## src/rtl/gate_tt_sequencer_if.sv

```systemverilog
// Host/gate-side bundle for gate_tt_sequencer: sweep control, the gate's pins,
// and the captured truth-table results.
interface gate_tt_sequencer_if #(
  parameter int N_IN = 2
);
  localparam int TT_W = 2 ** N_IN;

  logic            start;
  logic            abort;
  logic [TT_W-1:0] expected;
  logic            gate_out;
  logic [N_IN-1:0] gate_in;
  logic            busy;
  logic            done;
  logic            pass;
  logic [TT_W-1:0] tt;
  logic [N_IN-1:0] err_idx;

  modport master (
    output start, abort, expected, gate_out,
    input  gate_in, busy, done, pass, tt, err_idx
  );

  modport slave (
    input  start, abort, expected, gate_out,
    output gate_in, busy, done, pass, tt, err_idx
  );
endinterface

```

## src/rtl/gate_tt_sequencer.sv

```systemverilog
// Sweeps a small combinational gate through every input vector, holds each for
// SETTLE+1 cycles, captures its truth table and compares it with the expected one.
module gate_tt_sequencer #(
  parameter int N_IN   = 2,
  parameter int SETTLE = 1
) (
  input logic             clk,
  input logic             rst,
  gate_tt_sequencer_if.slave bus
);
  localparam int TT_W  = 2 ** N_IN;
  localparam int CNT_W = (SETTLE > 0) ? $clog2(SETTLE + 1) : 1;
  localparam logic [CNT_W-1:0] SETTLE_C = CNT_W'(SETTLE);

  typedef enum logic {
    IDLE = 1'b0,
    RUN  = 1'b1
  } state_t;

  state_t          state_q, state_d;
  logic [N_IN:0]   vec_q, vec_d;
  logic [CNT_W-1:0] settle_cnt_q, settle_cnt_d;
  logic [N_IN-1:0] gate_in_q, gate_in_d;
  logic            busy_q, busy_d;
  logic            done_q, done_d;
  logic            pass_q, pass_d;
  logic [TT_W-1:0] tt_q, tt_d;
  logic [N_IN-1:0] err_idx_q, err_idx_d;
  logic [TT_W-1:0] exp_q, exp_d;

  logic [N_IN:0]   vec_nxt;
  logic [TT_W-1:0] tt_smp;

  function automatic logic [N_IN-1:0] lowest_set(input logic [TT_W-1:0] v);
    lowest_set = '0;
    for (int i = TT_W - 1; i >= 0; i--) begin
      if (v[i]) lowest_set = i[N_IN-1:0];
    end
  endfunction

  always_comb begin
    state_d      = state_q;
    vec_d        = vec_q;
    settle_cnt_d = settle_cnt_q;
    gate_in_d    = gate_in_q;
    busy_d       = busy_q;
    done_d       = 1'b0;
    pass_d       = pass_q;
    tt_d         = tt_q;
    err_idx_d    = err_idx_q;
    exp_d        = exp_q;

    // The extra MSB of vec makes the last vector visible as a carry out.
    vec_nxt = vec_q + 1'b1;
    tt_smp  = tt_q;
    tt_smp[vec_q[N_IN-1:0]] = bus.gate_out;

    case (state_q)
      IDLE: begin
        if (bus.start && !bus.abort) begin
          exp_d        = bus.expected;
          tt_d         = '0;
          pass_d       = 1'b0;
          err_idx_d    = '0;
          vec_d        = '0;
          gate_in_d    = '0;
          settle_cnt_d = '0;
          busy_d       = 1'b1;
          state_d      = RUN;
        end
      end
      RUN: begin
        if (bus.abort) begin
          busy_d       = 1'b0;
          gate_in_d    = '0;
          pass_d       = 1'b0;
          vec_d        = '0;
          settle_cnt_d = '0;
          state_d      = IDLE;
        end else if (settle_cnt_q != SETTLE_C) begin
          settle_cnt_d = settle_cnt_q + 1'b1;
        end else begin
          tt_d         = tt_smp;
          settle_cnt_d = '0;
          if (vec_nxt[N_IN]) begin
            done_d    = 1'b1;
            busy_d    = 1'b0;
            gate_in_d = '0;
            vec_d     = '0;
            pass_d    = (tt_smp == exp_q);
            err_idx_d = lowest_set(tt_smp ^ exp_q);
            state_d   = IDLE;
          end else begin
            vec_d     = vec_nxt;
            gate_in_d = vec_nxt[N_IN-1:0];
          end
        end
      end
      default: state_d = IDLE;
    endcase
  end

  always_ff @(posedge clk) begin
    if (rst) begin
      state_q      <= IDLE;
      vec_q        <= '0;
      settle_cnt_q <= '0;
      gate_in_q    <= '0;
      busy_q       <= 1'b0;
      done_q       <= 1'b0;
      pass_q       <= 1'b0;
      tt_q         <= '0;
      err_idx_q    <= '0;
      exp_q        <= '0;
    end else begin
      state_q      <= state_d;
      vec_q        <= vec_d;
      settle_cnt_q <= settle_cnt_d;
      gate_in_q    <= gate_in_d;
      busy_q       <= busy_d;
      done_q       <= done_d;
      pass_q       <= pass_d;
      tt_q         <= tt_d;
      err_idx_q    <= err_idx_d;
      exp_q        <= exp_d;
    end
  end

  assign bus.gate_in = gate_in_q;
  assign bus.busy    = busy_q;
  assign bus.done    = done_q;
  assign bus.pass    = pass_q;
  assign bus.tt      = tt_q;
  assign bus.err_idx = err_idx_q;
endmodule

```

## src/flat_wrapper.sv

```systemverilog
// flat-port wrapper written by rule: the top's interface ports become plain ports
module gate_tt_sequencer_flat 
#(
  parameter int N_IN   = 2,
  parameter int SETTLE = 1
)
  (clk, rst, bus_start, bus_abort, bus_expected, bus_gate_out, bus_gate_in, bus_busy, bus_done, bus_pass, bus_tt, bus_err_idx);
  gate_tt_sequencer_if #(.N_IN(N_IN)) bus_i ();
  input logic clk;
  input logic rst;
  input wire logic [$bits(bus_i.start)-1:0] bus_start;
  input wire logic [$bits(bus_i.abort)-1:0] bus_abort;
  input wire logic [$bits(bus_i.expected)-1:0] bus_expected;
  input wire logic [$bits(bus_i.gate_out)-1:0] bus_gate_out;
  output wire logic [$bits(bus_i.gate_in)-1:0] bus_gate_in;
  output wire logic [$bits(bus_i.busy)-1:0] bus_busy;
  output wire logic [$bits(bus_i.done)-1:0] bus_done;
  output wire logic [$bits(bus_i.pass)-1:0] bus_pass;
  output wire logic [$bits(bus_i.tt)-1:0] bus_tt;
  output wire logic [$bits(bus_i.err_idx)-1:0] bus_err_idx;
  assign bus_i.start = bus_start;
  assign bus_i.abort = bus_abort;
  assign bus_i.expected = bus_expected;
  assign bus_i.gate_out = bus_gate_out;
  assign bus_gate_in = bus_i.gate_in;
  assign bus_busy = bus_i.busy;
  assign bus_done = bus_i.done;
  assign bus_pass = bus_i.pass;
  assign bus_tt = bus_i.tt;
  assign bus_err_idx = bus_i.err_idx;
  gate_tt_sequencer #(.N_IN(N_IN), .SETTLE(SETTLE)) u_core (.clk(clk), .rst(rst), .bus(bus_i));
endmodule
```

## config.mk

```make
export PLATFORM = sky130hd
export DESIGN_NAME = gate_tt_sequencer_flat
export DESIGN_NICKNAME = d
export VERILOG_FILES = /design/src/rtl/gate_tt_sequencer_if.sv /design/src/rtl/gate_tt_sequencer.sv /design/src/flat_wrapper.sv
export SDC_FILE = /design/constraint.sdc
export NUM_CORES = 1
export LEC_CHECK = 0
export CAP_MARGIN = 10
export CORE_MARGIN = 5
export CORE_UTILIZATION = 47
export CTS_CLUSTER_DIAMETER = 120
export DETAILED_ROUTE_END_ITERATION = 10
export GPL_TIMING_DRIVEN = 1
export PLACE_DENSITY = 0.74
export SETUP_SLACK_MARGIN = 0.2
export SYNTH_ARGS = -nofsm -noshare
export SYNTH_HDL_FRONTEND = slang
export SYNTH_SLANG_ARGS = --single-unit
```

## constraint.sdc

```tcl
create_clock -name clk -period 1.75 [get_ports clk]
set_input_delay 0.175 -clock clk [delete_from_list [all_inputs] [get_ports clk]]
set_output_delay 0.175 -clock clk [all_outputs]
set_load 0.005 [all_outputs]
```

==> summary.txt <==
Run status
  – Run status: completed

Critical path
  – Crit-path max FO: 5
  – Worst Setup End Kind: register
  – Startpoint types: register
  – Crit path DAT: 1.74 ns
  – Req. time, crit path: approximately 2.0 ns
  – Critical path start-end classification: register to register

STA
  – Hold Slack: between 0.4 and 0.5 ns
  – Max Clk Rate: ~0.65 GHz
  – Crit path time final: roughly 1.5 ns
  – RSZ-0062 raised after global routing: yes
  – Pins over their slew limit: 0
  – Final-report setup violation count: 0
  – Final Hold Viols: 0
  – Final clock skew: approximately 0.007 ns
  – Final Cycle Share: between 80% and 90%
  – Worst slew pin tran: 0.391 ns
  – Slew margin rel.: 73.9%
  – Sum of negative setup slack: 0 ns

CTS
  – Skew-Pair Late Insertion Delay: roughly 0.29 ns
  – CTS tree: yes
  – Root Driver: clkbuf_4
  – Htree depth: 1
  – TritonCTS buffer count: 3
  – Sink Count: 17
  – Clock slew at reported path FFs: 0.11 ns
  – Hold buffer count at cts: 0
  – Worst-case clock buffer depth: 2

Cells and area
  – Final-stage net count: ~140
  – N_diodes: 0
  – Area growth, synth to finish: 44.5%
  – Commonest non-fill, non-tap cells in the layout: 19 x clkdlybuf4s50_1, 15 x dfxtp_1, 13 x nand2_1
  – Share of cells above drive strength 1: between 20% and 30%
  – Post-route cell area: approximately 1200 um2
  – Commonest non-fill, non-tap cell in the layout: clkdlybuf4s50_1

Logic synthesis
  – Yosys cell types: 28
  – Synth Cell Area: 848 um2
  – Synth top area cells: dfxtp_1 40%, a21oi_1 7.1%, ha_1 5.9%
  – Area fraction of the dominant cell type after synthesis: approximately 40%
  – Register area share after synthesis: between 40% and 50%
  – Asr flop ratio synth: 0%
  – Post-synth top area cell: dfxtp_1
  – Cells after Synth: 100
  – EDFF count, synth: 0
  – Synthesis warning total: 0
  – Ys flop type: dfxtp_1
  – Seq cells post-synth: 17
  – Syn Area/Cell: between 8 and 9 um2
  – Net Count, Synth: 113

Routing
  – Drt first-iter violations: 14
  – DRC: 0
  – DRT Pass-1 Iters: 5
  – ANT nets after route: 0
  – Routed length per instance: roughly 13 um
  – Vias: roughly 800
  – Total Wirelength: around 2000 um
  – Drt via density: 5.29

Die
  – Core area: about 1700 um2
  – Starting Density: around half
  – # IOs: 20
  – Die height: around 52 um
  – Die Wd: between 50 and 60 um
  – # rows: 15
  – Die area: 2750 um2

GRT
  – Largest net degree at the start of global routing: 11
  – Initial antenna violation count: 0
  – Tot GR Track Use: 15.6%
  – Overflow after GRT: 0
  – Vias in the first global route: between 700 and 800
  – First-pass GRT wire length: approximately 3200 um

Placement
  – Buffers on Ports: 19
  – Dpl cell area: ~1100 um2
  – Hpwl dp: between 1000 and 1500 um
  – GP Congestion: 0.741

Pwr
  – Power Total: just over 0.7 mW
  – Max VDD drop: a little under 600 uV
  – P_leak: 0.426 nW
  – Power Density: approximately 580 nW/um2

Worst hold path
  – Hold crit path type: primary input to register

Flow run
  – Number of max-cap violations: 0
-- report_power, final --
group | internal [mW] | switching, mW | total [mW]
logic | 0.0477 | 0.0421 | 0.0898
registers | 0.392 | 0.00922 | 0.401
clock network | 0.0851 | 0.129 | 0.214
total | 0.525 | 0.181 | 0.705
-- per-stage QoR --
stage,util (%),setup WS [ns],std cells
after floorplan,-,0.245,100
after global placement,62.5,0.170,145
after detailed placement,62.5,0.140,145
after CTS,64.9,0.187,150
after global routing,71.0,0.114,150
final,71.0,0.212,150
-- cell usage after synthesis, types with 2 or more instances --
cell / count
dfxtp_1: 17
nand2_1: 13
xor2_1: 3
nand3b_1: 2
inv_1: 4
ha_1: 4
a21oi_1: 12
nor2b_1: 3
mux2i_1: 4
nor2_1: 10
xnor2_1: 2
o21ai_0: 10
-- metal layers --
| metal | vias to the layer above | GRT usage, % | share of wire, % |
|---|---|---|---|
| met5 | - | 0 | 0 |
| met4 | 0 | 7.66 | 1.6 |
| met3 | 4 | 2.56 | 4.5 |
| met2 | 16 | 28.1 | 51 |
| met1 | 378 | 17.4 | 43 |
| li1 | 396 | - | - |
-- kinds of logic after synthesis --
group,after synthesis,share of synthesized area (%)
buf+inv,7,4.13
compound gates,30,20.4
simple gates,33,19.6
flops,17,40.1
mux,4,4.72
xor+xnor,5,5.16
fa+ha+maj,4,5.90
-- repair_timing --
action / CTS / global route
gates resized for setup: 3 / 22
pin swaps: 2 / 3
endpoints found under the setup margin: 2 / 3
setup buffers: 1 / 0
-- critical path, stage by stage, from the launching register on --
cell,delay [ns]
dfxtp_4,0.40
inv_4,0.09
ha_4,0.16
mux2i_4,0.23
xor2_1,0.20
nand3_1,0.14
o31ai_1,0.23
-- final cells by class --
cell class | count | area (um2)
Timing Repair Buffer | 24 | 228
Clock buffer | 3 | 22.5
Clock inverter | 1 | 5.00
Fill cell | 142 | 500
Inverter | 4 | 20.0
Sequential cell | 17 | 348
Multi-Input combinational cell | 76 | 572
Tap cell | 25 | 31.3
-- final timing paths --
| path | start | end | slack [ns] | cells after the start |
|---|---|---|---|---|
| max reg2reg | u_core.vec_q[0]$_SDFFE_PP0P_ | u_core.bus.pass$_SDFFE_PP0P_ | 0.21 | 6 |
| min | bus_expected[2] | u_core.exp_q[2]$_SDFFE_PP0P_ | 0.42 | 3 |
| max | u_core.vec_q[0]$_SDFFE_PP0P_ | u_core.bus.pass$_SDFFE_PP0P_ | 0.21 | 6 |
| min reg2reg | u_core.bus.err_idx[0]$_SDFFE_PP0P_ | u_core.bus.err_idx[0]$_SDFFE_PP0P_ | 0.48 | 1 |
-- state kept, by name (all words and copies together), names as in the netlist --
signal,cells
u_core.exp_q,4
u_core.bus.tt,4
u_core.bus.done,1
u_core.bus.busy,1
u_core.vec_q,2
u_core.bus.pass,1
u_core.state_q,1
u_core.settle_cnt_q,1
u_core.bus.err_idx,2
(Power assumes the default switching activity.)
